==> src/rtl/rd_arbiter.sv <==
// Round-robin arbiter that shares one read-cycle engine between NREQ requesters.
// Runs each grant through a fixed read / delay / strobe / wait sequence on go.
module rd_arbiter #(
  parameter int NREQ    = 4,
  parameter int RD_CYC  = 4,
  parameter int DLY_CYC = 2,
  parameter int TO_CYC  = 8,
  parameter int CW      = 4
) (
  input  logic            i_clk,
  input  logic            i_rst,
  input  logic [NREQ-1:0] i_req,
  input  logic            i_ds,
  output logic [NREQ-1:0] o_gnt,
  output logic            o_go,
  output logic [NREQ-1:0] o_done,
  output logic            o_err,
  output logic            o_busy
);

  localparam int IW = (NREQ > 1) ? $clog2(NREQ) : 1;

  typedef enum logic [2:0] {
    S_IDLE,
    S_READ,
    S_DLY,
    S_STRB,
    S_WAIT
  } state_t;

  state_t          r_state;
  logic [CW-1:0]   r_cnt;
  logic [IW-1:0]   r_last;

  logic            w_pick_vld;
  logic [IW-1:0]   w_pick_idx;
  logic [NREQ-1:0] w_pick_oh;
  int              w_dist;
  int              w_best;

  // Distance of each requester from the slot after the last grant; the nearest one wins.
  always_comb begin
    w_pick_vld = 1'b0;
    w_pick_idx = '0;
    w_dist     = 0;
    w_best     = NREQ;
    for (int i = 0; i < NREQ; i++) begin
      if (i_req[i]) begin
        w_dist = (i + NREQ - 1 - int'(r_last)) % NREQ;
        if (w_dist < w_best) begin
          w_best     = w_dist;
          w_pick_vld = 1'b1;
          w_pick_idx = IW'(i);
        end
      end
    end
  end

  always_comb begin
    w_pick_oh = '0;
    for (int i = 0; i < NREQ; i++) begin
      w_pick_oh[i] = (w_pick_idx == IW'(i));
    end
  end

  always_ff @(posedge i_clk or posedge i_rst) begin
    if (i_rst) begin
      r_state <= S_IDLE;
      r_cnt   <= '0;
      r_last  <= IW'(NREQ - 1);
      o_gnt   <= '0;
      o_go    <= 1'b0;
      o_done  <= '0;
      o_err   <= 1'b0;
      o_busy  <= 1'b0;
    end else begin
      o_done <= '0;
      o_err  <= 1'b0;
      case (r_state)
        S_IDLE: begin
          if (w_pick_vld) begin
            o_gnt   <= w_pick_oh;
            r_last  <= w_pick_idx;
            r_cnt   <= CW'(RD_CYC - 1);
            o_go    <= 1'b1;
            o_busy  <= 1'b1;
            r_state <= S_READ;
          end
        end
        S_READ: begin
          if (r_cnt == '0) begin
            r_cnt   <= CW'(DLY_CYC - 1);
            o_go    <= 1'b0;
            r_state <= S_DLY;
          end else begin
            r_cnt <= r_cnt - 1'b1;
          end
        end
        S_DLY: begin
          if (r_cnt == '0) begin
            o_go    <= 1'b1;
            r_state <= S_STRB;
          end else begin
            r_cnt <= r_cnt - 1'b1;
          end
        end
        S_STRB: begin
          r_cnt   <= CW'(TO_CYC - 1);
          o_go    <= 1'b0;
          r_state <= S_WAIT;
        end
        S_WAIT: begin
          // ds wins over the terminal count, so a strobe in the last cycle still succeeds.
          if (i_ds) begin
            o_done  <= o_gnt;
            o_gnt   <= '0;
            o_busy  <= 1'b0;
            r_state <= S_IDLE;
          end else if (r_cnt == '0) begin
            o_err   <= 1'b1;
            o_gnt   <= '0;
            o_busy  <= 1'b0;
            r_state <= S_IDLE;
          end else begin
            r_cnt <= r_cnt - 1'b1;
          end
        end
        default: begin
          o_gnt   <= '0;
          o_go    <= 1'b0;
          o_busy  <= 1'b0;
          r_state <= S_IDLE;
        end
      endcase
    end
  end

endmodule
==> config.mk <==
export PLATFORM = sky130hd
export DESIGN_NAME = rd_arbiter
export DESIGN_NICKNAME = d
export VERILOG_FILES = /design/src/rtl/rd_arbiter.sv
export SDC_FILE = /design/constraint.sdc
export NUM_CORES = 1
export LEC_CHECK = 0
export ABC_AREA = 1
export CORE_MARGIN = 2
export CORE_UTILIZATION = 49
export CTS_BUF_LIST = sky130_fd_sc_hd__clkbuf_4 sky130_fd_sc_hd__clkbuf_8
export CTS_CLUSTER_DIAMETER = 30
export DETAILED_ROUTE_END_ITERATION = 10
export GPL_ROUTABILITY_DRIVEN = 1
export GPL_TIMING_DRIVEN = 0
export PLACE_DENSITY_LB_ADDON = 0.2
export SLEW_MARGIN = 10
export SYNTH_ARGS = -nofsm -noshare
export SYNTH_HDL_FRONTEND = slang
export SYNTH_SLANG_ARGS = --single-unit
==> constraint.sdc <==
create_clock -name i_clk -period 2.45 [get_ports i_clk]
set_input_delay 0.245 -clock i_clk [delete_from_list [all_inputs] [get_ports i_clk]]
set_output_delay 0.245 -clock i_clk [all_outputs]
set_load 0.03 [all_outputs]
==> results of run 1 <==
-- through the flow --
stage / instances / utilization [%] / setup slack (ps)
after global placement: 193 / 60.8 / -118
after floorplan: 148 / - / 181
after detailed placement: 193 / 60.8 / -239
final: 202 / 65.6 / 29.7
after CTS: 199 / 63.7 / 5.67
after global routing: 202 / 65.6 / -139
-- kinds of logic (layout without fill, tap and decap cells) --
family | count (synthesis) | after routing | synth area share, %
adders and majority gates | 3 | 3 | 3.29
AOI/OAI and AO/OA | 20 | 20 | 11.3
xor gates and xnor gates | 2 | 2 | 1.54
DFF | 20 | 20 | 44.1
and+or+nand+nor | 75 | 75 | 30.3
buffers and inverters | 28 | 54 | 9.44
-- sequential cells by signal (all words and copies together), names as in the netlist --
signal   count
o_done       4
o_gnt        4
r_cnt        4
r_state      3
r_last       2
o_busy       1
o_err        1
o_go         1
-- final cells by class --
| class | count | area (µm²) | area share, % |
|---|---|---|---|
| repair buffers | 22 | 208 | 14.3 |
| flip-flops and latches | 20 | 503 | 34.7 |
| multi-input cells | 100 | 561 | 38.7 |
| well taps | 28 | 35.0 | 2.42 |
| clock buffers | 4 | 36.3 | 2.50 |
| inverters | 28 | 108 | 7.42 |
-- cell usage in the layout (no fill, tap or decap), types with 2 or more instances in the layout --
cell type	count
o21ai_1	4
dfstp_2	2
nand2_2	7
nand3_1	7
a21oi_1	3
inv_1	21
inv_2	6
a21boi_2	2
buf_4	5
dfrtp_1	18
nor2_2	2
o21ai_0	4
clkbuf_4	3
nand2_1	38
nand4_1	2
ha_1	3
nor2_1	12
nand2_4	2
clkdlybuf4s50_1	17
-- layer usage --
metal  track usage, %  wire, µm
met4             9.40        81
met2             35.0      1230
met1             24.9      1000
met3             3.71        85
met5                0         0
-- repair_timing --
action                     CTS  global route
setup endpoints to repair    6             6
pin swaps                    4             9
gates resized for setup      4             6
setup buffers                2             3
-- synthesized netlist by cell type (all sizes together), types with 2 or more instances --
master  instances
nand2          47
inv            28
dfrtp          18
nor2           15
nand3           9
o21ai           9
a21oi           4
ha              3
a21boi          2
dfstp           2
nand4           2
xor2            2
-- worst min path at each step --
| stage | end | slack, ps | depth (start not counted) |
|---|---|---|---|
| after detailed placement | o_busy$_DFFE_PP0P_ | 470 | 2 |
| final | r_state[0]$_DFFE_PP0P_ | 350 | 2 |
| after CTS | r_state[0]$_DFFE_PP0P_ | 380 | 2 |
| after floorplan | o_busy$_DFFE_PP0P_ | 210 | 1 |
| after global routing | o_done[0]$_DFF_PP0_ | 430 | 2 |
| after global placement | o_busy$_DFFE_PP0P_ | 450 | 2 |
-- critical path, stage by stage, from the launching register on --
cell	delay, ps
dfstp_2	610
xor2_2	160
ha_1	240
nand2_1	70
nand2_1	60
nand2_2	80
nand2_4	70
o21ai_1	140
nand2_1	60
o21ai_1	80
ha_1	240
a21boi_2	160
nand2_2	90
nand3_4	90
nand4_1	110
nand2_1	50
-- power by group --
group	total (µW)	switching [µW]	internal (µW)
combinational	1160	693	463
sequential	541	87.4	454
clock	196	105	90.7
total	1890	886	1010
==> impl_metrics.tcl, run 1 <==
set metrics [dict create \
    overflow 0 \
    diodes 0 \
    nets 185 \
    leakage_uw 0.000741 \
    fmax_mhz 413 \
    core_area_um2 2210 \
    cts_max_level 1 \
    ys.flop_type "dfrtp_1" \
    cp-start-kind "register" \
    critical_path_class "reg -> reg" \
    crit_end "o_gnt[0]$_DFFE_PP0P_" \
    fin_crit_sh_pct 98.8 \
    io_buffers 17 \
    drc 0 \
    clock_skew_ps 4.21 \
    area_delta_synth_final_pct 27.2 \
    grt_pass1_wl_um 4070 \
    worst_slew_pin_slew_ps 743 \
    vias 1014 \
    startpoint "r_last[1]$_DFFE_PP1P_" \
    slew_headroom_pct 50.4 \
    synth_cell_types 30 \
    die-area_um2 2730 \
    status "finished clean" \
    synth_top_cell_area_share_pct 39.5 \
    cts_tree "built" \
    synth_enable_flop_cells 0 \
    syn_area_um2 1140 \
    track_usage_pct 20.5 \
    fp.dieW_um 52.2 \
    row_count 17 \
    placed_area_um2 1350 \
    viasPerCell 5.02 \
    min_period_ps 2420 \
    firstDrtPassIters 4 \
    netlist_top_cells_area "dfrtp_1, nand2_1, inv_1" \
    power.density_nw_per_um2 1310 \
    r2r_start "r_last[1]$_DFFE_PP1P_" \
    cts_buffers 3 \
    clk_pin_slew_ps 120 \
    drt-total-wl_um 2400 \
    drt_iter0_drc 14 \
    ys_seq_area_share_pct 44.1 \
    fillCellCount 190 \
    r2r-end "o_gnt[0]$_DFFE_PP0P_" \
    ioPinCount 18 \
    die_h_um 52.2 \
    avgSynthCellArea_um2 7.70 \
    ant_nets 0 \
    cp_max_fo 6 \
    drv_slew 0 \
    gp_congestion 0.909 \
    root_buffer "clkbuf_4" \
    dp_hpwl_um 1690 \
    worst_hold_slack_ps 354 \
    cap_violations 0 \
    clock_latency_ps 300 \
    cts.path.max_buffers 2 \
    crit_path_end_kind "register" \
    final_area_um2 1450 \
    start_util_pct 51.5 \
    grt_pass1_vias 984 \
    power_uw 1890 \
    antenna_found_initial 0 \
    clock-sinks 20 \
    layout-drive-gt1-share_pct 21.8 \
    hold_violations 0 \
    rsz0062_at_grt "yes" \
    tns_ps 0 \
    hold_class "in -> async" \
    grt_max_degree 21 \
    wl_per_cell_um 11.9 \
    cts-hold-fix-buffers 0 \
    reg2reg_slack_ps 30 \
    synth_seq_cells 20 \
    setup_viol 0 \
    ys_async_sr_fraction_pct 100 \
    syn_nets 158 \
    yosys.area.top_type "dfrtp_1" \
    ir_worst_vdd_uv 935 \
    postSynthCellCount 148 \
    required_ps 2660 \
    ys_warn_count 0 \
    r2r_cells 15 \
    crit_arrival_ps 2630 \
]
(Power assumes the default switching activity.)
==> run 2: changes to the inputs <==
--- a/config.mk
+++ b/config.mk
@@ -6,9 +6,10 @@
 export NUM_CORES = 1
 export LEC_CHECK = 0
 export ABC_AREA = 1
+export ABC_CLOCK_PERIOD_IN_PS = 2450
 export CORE_MARGIN = 2
 export CORE_UTILIZATION = 49
-export CTS_BUF_LIST = sky130_fd_sc_hd__clkbuf_4 sky130_fd_sc_hd__clkbuf_8
+export CTS_BUF_LIST = sky130_fd_sc_hd__clkbuf_4
 export CTS_CLUSTER_DIAMETER = 30
 export DETAILED_ROUTE_END_ITERATION = 10
 export GPL_ROUTABILITY_DRIVEN = 1
==> impl_metrics.tcl, run 2 (synthesis results as in run 1) <==
set metrics [dict create \
    comb_power_share_pct 62.1 \
    hold_violations 0 \
    cts_tree "built" \
    min_period_ps 2420 \
    cts_buffers 3 \
    wl_per_cell_um 11.9 \
    grt_pass1_wl_um 4070 \
    rsz0062_at_grt "yes" \
    crit_buf_inv 0 \
    drt-total-wl_um 2400 \
    crit_path_frequent_cell "nand2_1" \
    grt.met2_usage_pct 35.0 \
    row_count 17 \
    clk_pin_slew_ps 120 \
    largestRegisters "o_done: 4 flops, o_gnt: 4 flops, r_cnt: 4 flops" \
    die-area_um2 2730 \
    gp_congestion 0.909 \
    ir_worst_vdd_uv 935 \
    fillCellCount 193 \
    cp_max_fo 6 \
    grt_max_degree 21 \
    pwr-share-clk_pct 8.8 \
    io_buffers 17 \
    grt_use_met3_pct 3.71 \
    switchingPower_uw 885 \
    crit_path_end_kind "register" \
    nets 185 \
    grt_use_met1_pct 24.9 \
    vias 1012 \
    critical_path_class "reg -> reg" \
    drc 0 \
    fin_crit_sh_pct 98.8 \
    clock_latency_ps 300 \
    cts_max_level 1 \
    ioPinCount 18 \
    cts.path.max_buffers 2 \
    start_util_pct 51.5 \
    path_cells "xor2_2, ha_1, nand2_1, nand2_1, nand2_2, nand2_4, o21ai_1, nand2_1, o21ai_1, ha_1, a21boi_2, nand2_2, nand3_4, nand4_1, nand2_1" \
    fmax_mhz 413 \
    setup_viol 0 \
    cp_slowest_stage_delay_ps 610 \
    core_area_um2 2210 \
    cp_slowest_cell "dfstp_2" \
    status "finished clean" \
    worst_slew_pin_slew_ps 743 \
    crit_arrival_ps 2630 \
    leakage_uw 0.000735 \
    busiest_layer "met2" \
    slew_headroom_pct 50.4 \
    track_usage_pct 20.5 \
    power.density_nw_per_um2 1290 \
    fin_util_pct 65.1 \
    layout_commonest_cell "nand2_1" \
    firstDrtPassIters 4 \
    dp_hpwl_um 1690 \
    overflow 0 \
    die_h_um 52.2 \
    area_delta_synth_final_pct 26.3 \
    antenna_found_initial 0 \
    layout-drive-gt1-share_pct 21.3 \
    cap_violations 0 \
    sequentialPowerShare_pct 29.1 \
    cp_top_family "simple AND/OR/NAND/NOR gates" \
    fp.dieW_um 52.2 \
    clock_skew_ps 3.46 \
    clock-sinks 20 \
    hold_class "in -> async" \
    intPower_uw 976 \
    grt_pass1_vias 984 \
    viasPerCell 5.01 \
    tns_ps 0 \
    cp-start-kind "register" \
    required_ps 2660 \
    drt_iter0_drc 14 \
    ant_nets 0 \
    cts-hold-fix-buffers 0 \
    drv_slew 0 \
    root_buffer "clkbuf_4" \
    layout_common_cells "nand2_1, inv_1, dfrtp_1" \
    swShare_pct 47.6 \
    diodes 0 \
]
## run 2: cell count changes in the layout (fill, tap and decap cells not counted)
cell / change
clkinv_1: +1
clkbuf_8: -1
## run 2: per-layer routing
metal | vias up | wire length, µm
met4 | 0 | 81
met3 | 8 | 85
met5 | - | 0
met2 | 22 | 1230
met1 | 462 | 1000
li1 | 520 | -
## run 2: layout make-up
| class | instances | area, µm² | area share, % |
|---|---|---|---|
| multi-input cells | 100 | 561 | 38.9 |
| flip-flops and latches | 20 | 503 | 34.9 |
| well taps | 28 | 35.0 | 2.43 |
| clock buffers | 3 | 22.5 | 1.56 |
| clock inverters | 1 | 3.75 | 0.261 |
| inverters | 28 | 108 | 7.47 |
| repair buffers | 22 | 208 | 14.4 |
## run 2: power by group through the flow
stage | clock, µW | combinational (µW) | sequential, µW
detailed placement | 0 | 981 | 544
CTS | 169 | 1040 | 544
global route | 182 | 1310 | 556
floorplan | 0 | 677 | 604
global placement | 0 | 942 | 537
finish | 164 | 1160 | 541
## run 2: metrics by stage
stage	hold slack [ps]	total power, µW	setup slack, ps	area (µm²)	std cells
floorplan	207	1280	181	1140	148
finish	356	1860	29.7	1440	202
CTS	381	1750	5.67	1400	199
global route	427	2050	-139	1440	202
detailed placement	472	1530	-239	1350	193
global placement	454	1480	-118	1350	193
## run 2: path summary, 6_finish.rpt
check | start | to | slack [ps] | cells after the start
max in group asynchronous | i_rst | o_done[3]$_DFF_PP0_ | 1630 | 2
hold reg to reg | o_busy$_DFFE_PP0P_ | o_busy$_DFFE_PP0P_ | 490 | 2
min in group i_clk | o_busy$_DFFE_PP0P_ | o_busy$_DFFE_PP0P_ | 490 | 2
hold / removal | i_rst | r_state[0]$_DFFE_PP0P_ | 360 | 2
setup / recovery | r_last[1]$_DFFE_PP1P_ | o_gnt[0]$_DFFE_PP0P_ | 30 | 15
setup reg to reg | r_last[1]$_DFFE_PP1P_ | o_gnt[0]$_DFFE_PP0P_ | 30 | 15
## run 2: worst reg2reg max path: stages, from the launching register on
cell	delay [ps]
dfstp_2	610
xor2_2	170
ha_1	240
nand2_1	70
nand2_1	60
nand2_2	80
nand2_4	70
o21ai_1	140
nand2_1	60
o21ai_1	80
ha_1	240
a21boi_2	160
nand2_2	90
nand3_4	90
nand4_1	110
nand2_1	50
## run 2: what timing repair did
item,4_1_cts,5_1_grt
resized for setup,4,6
endpoints found under the setup margin,6,6
pin swaps,4,9
cloned,0,0
buffers inserted,2,3
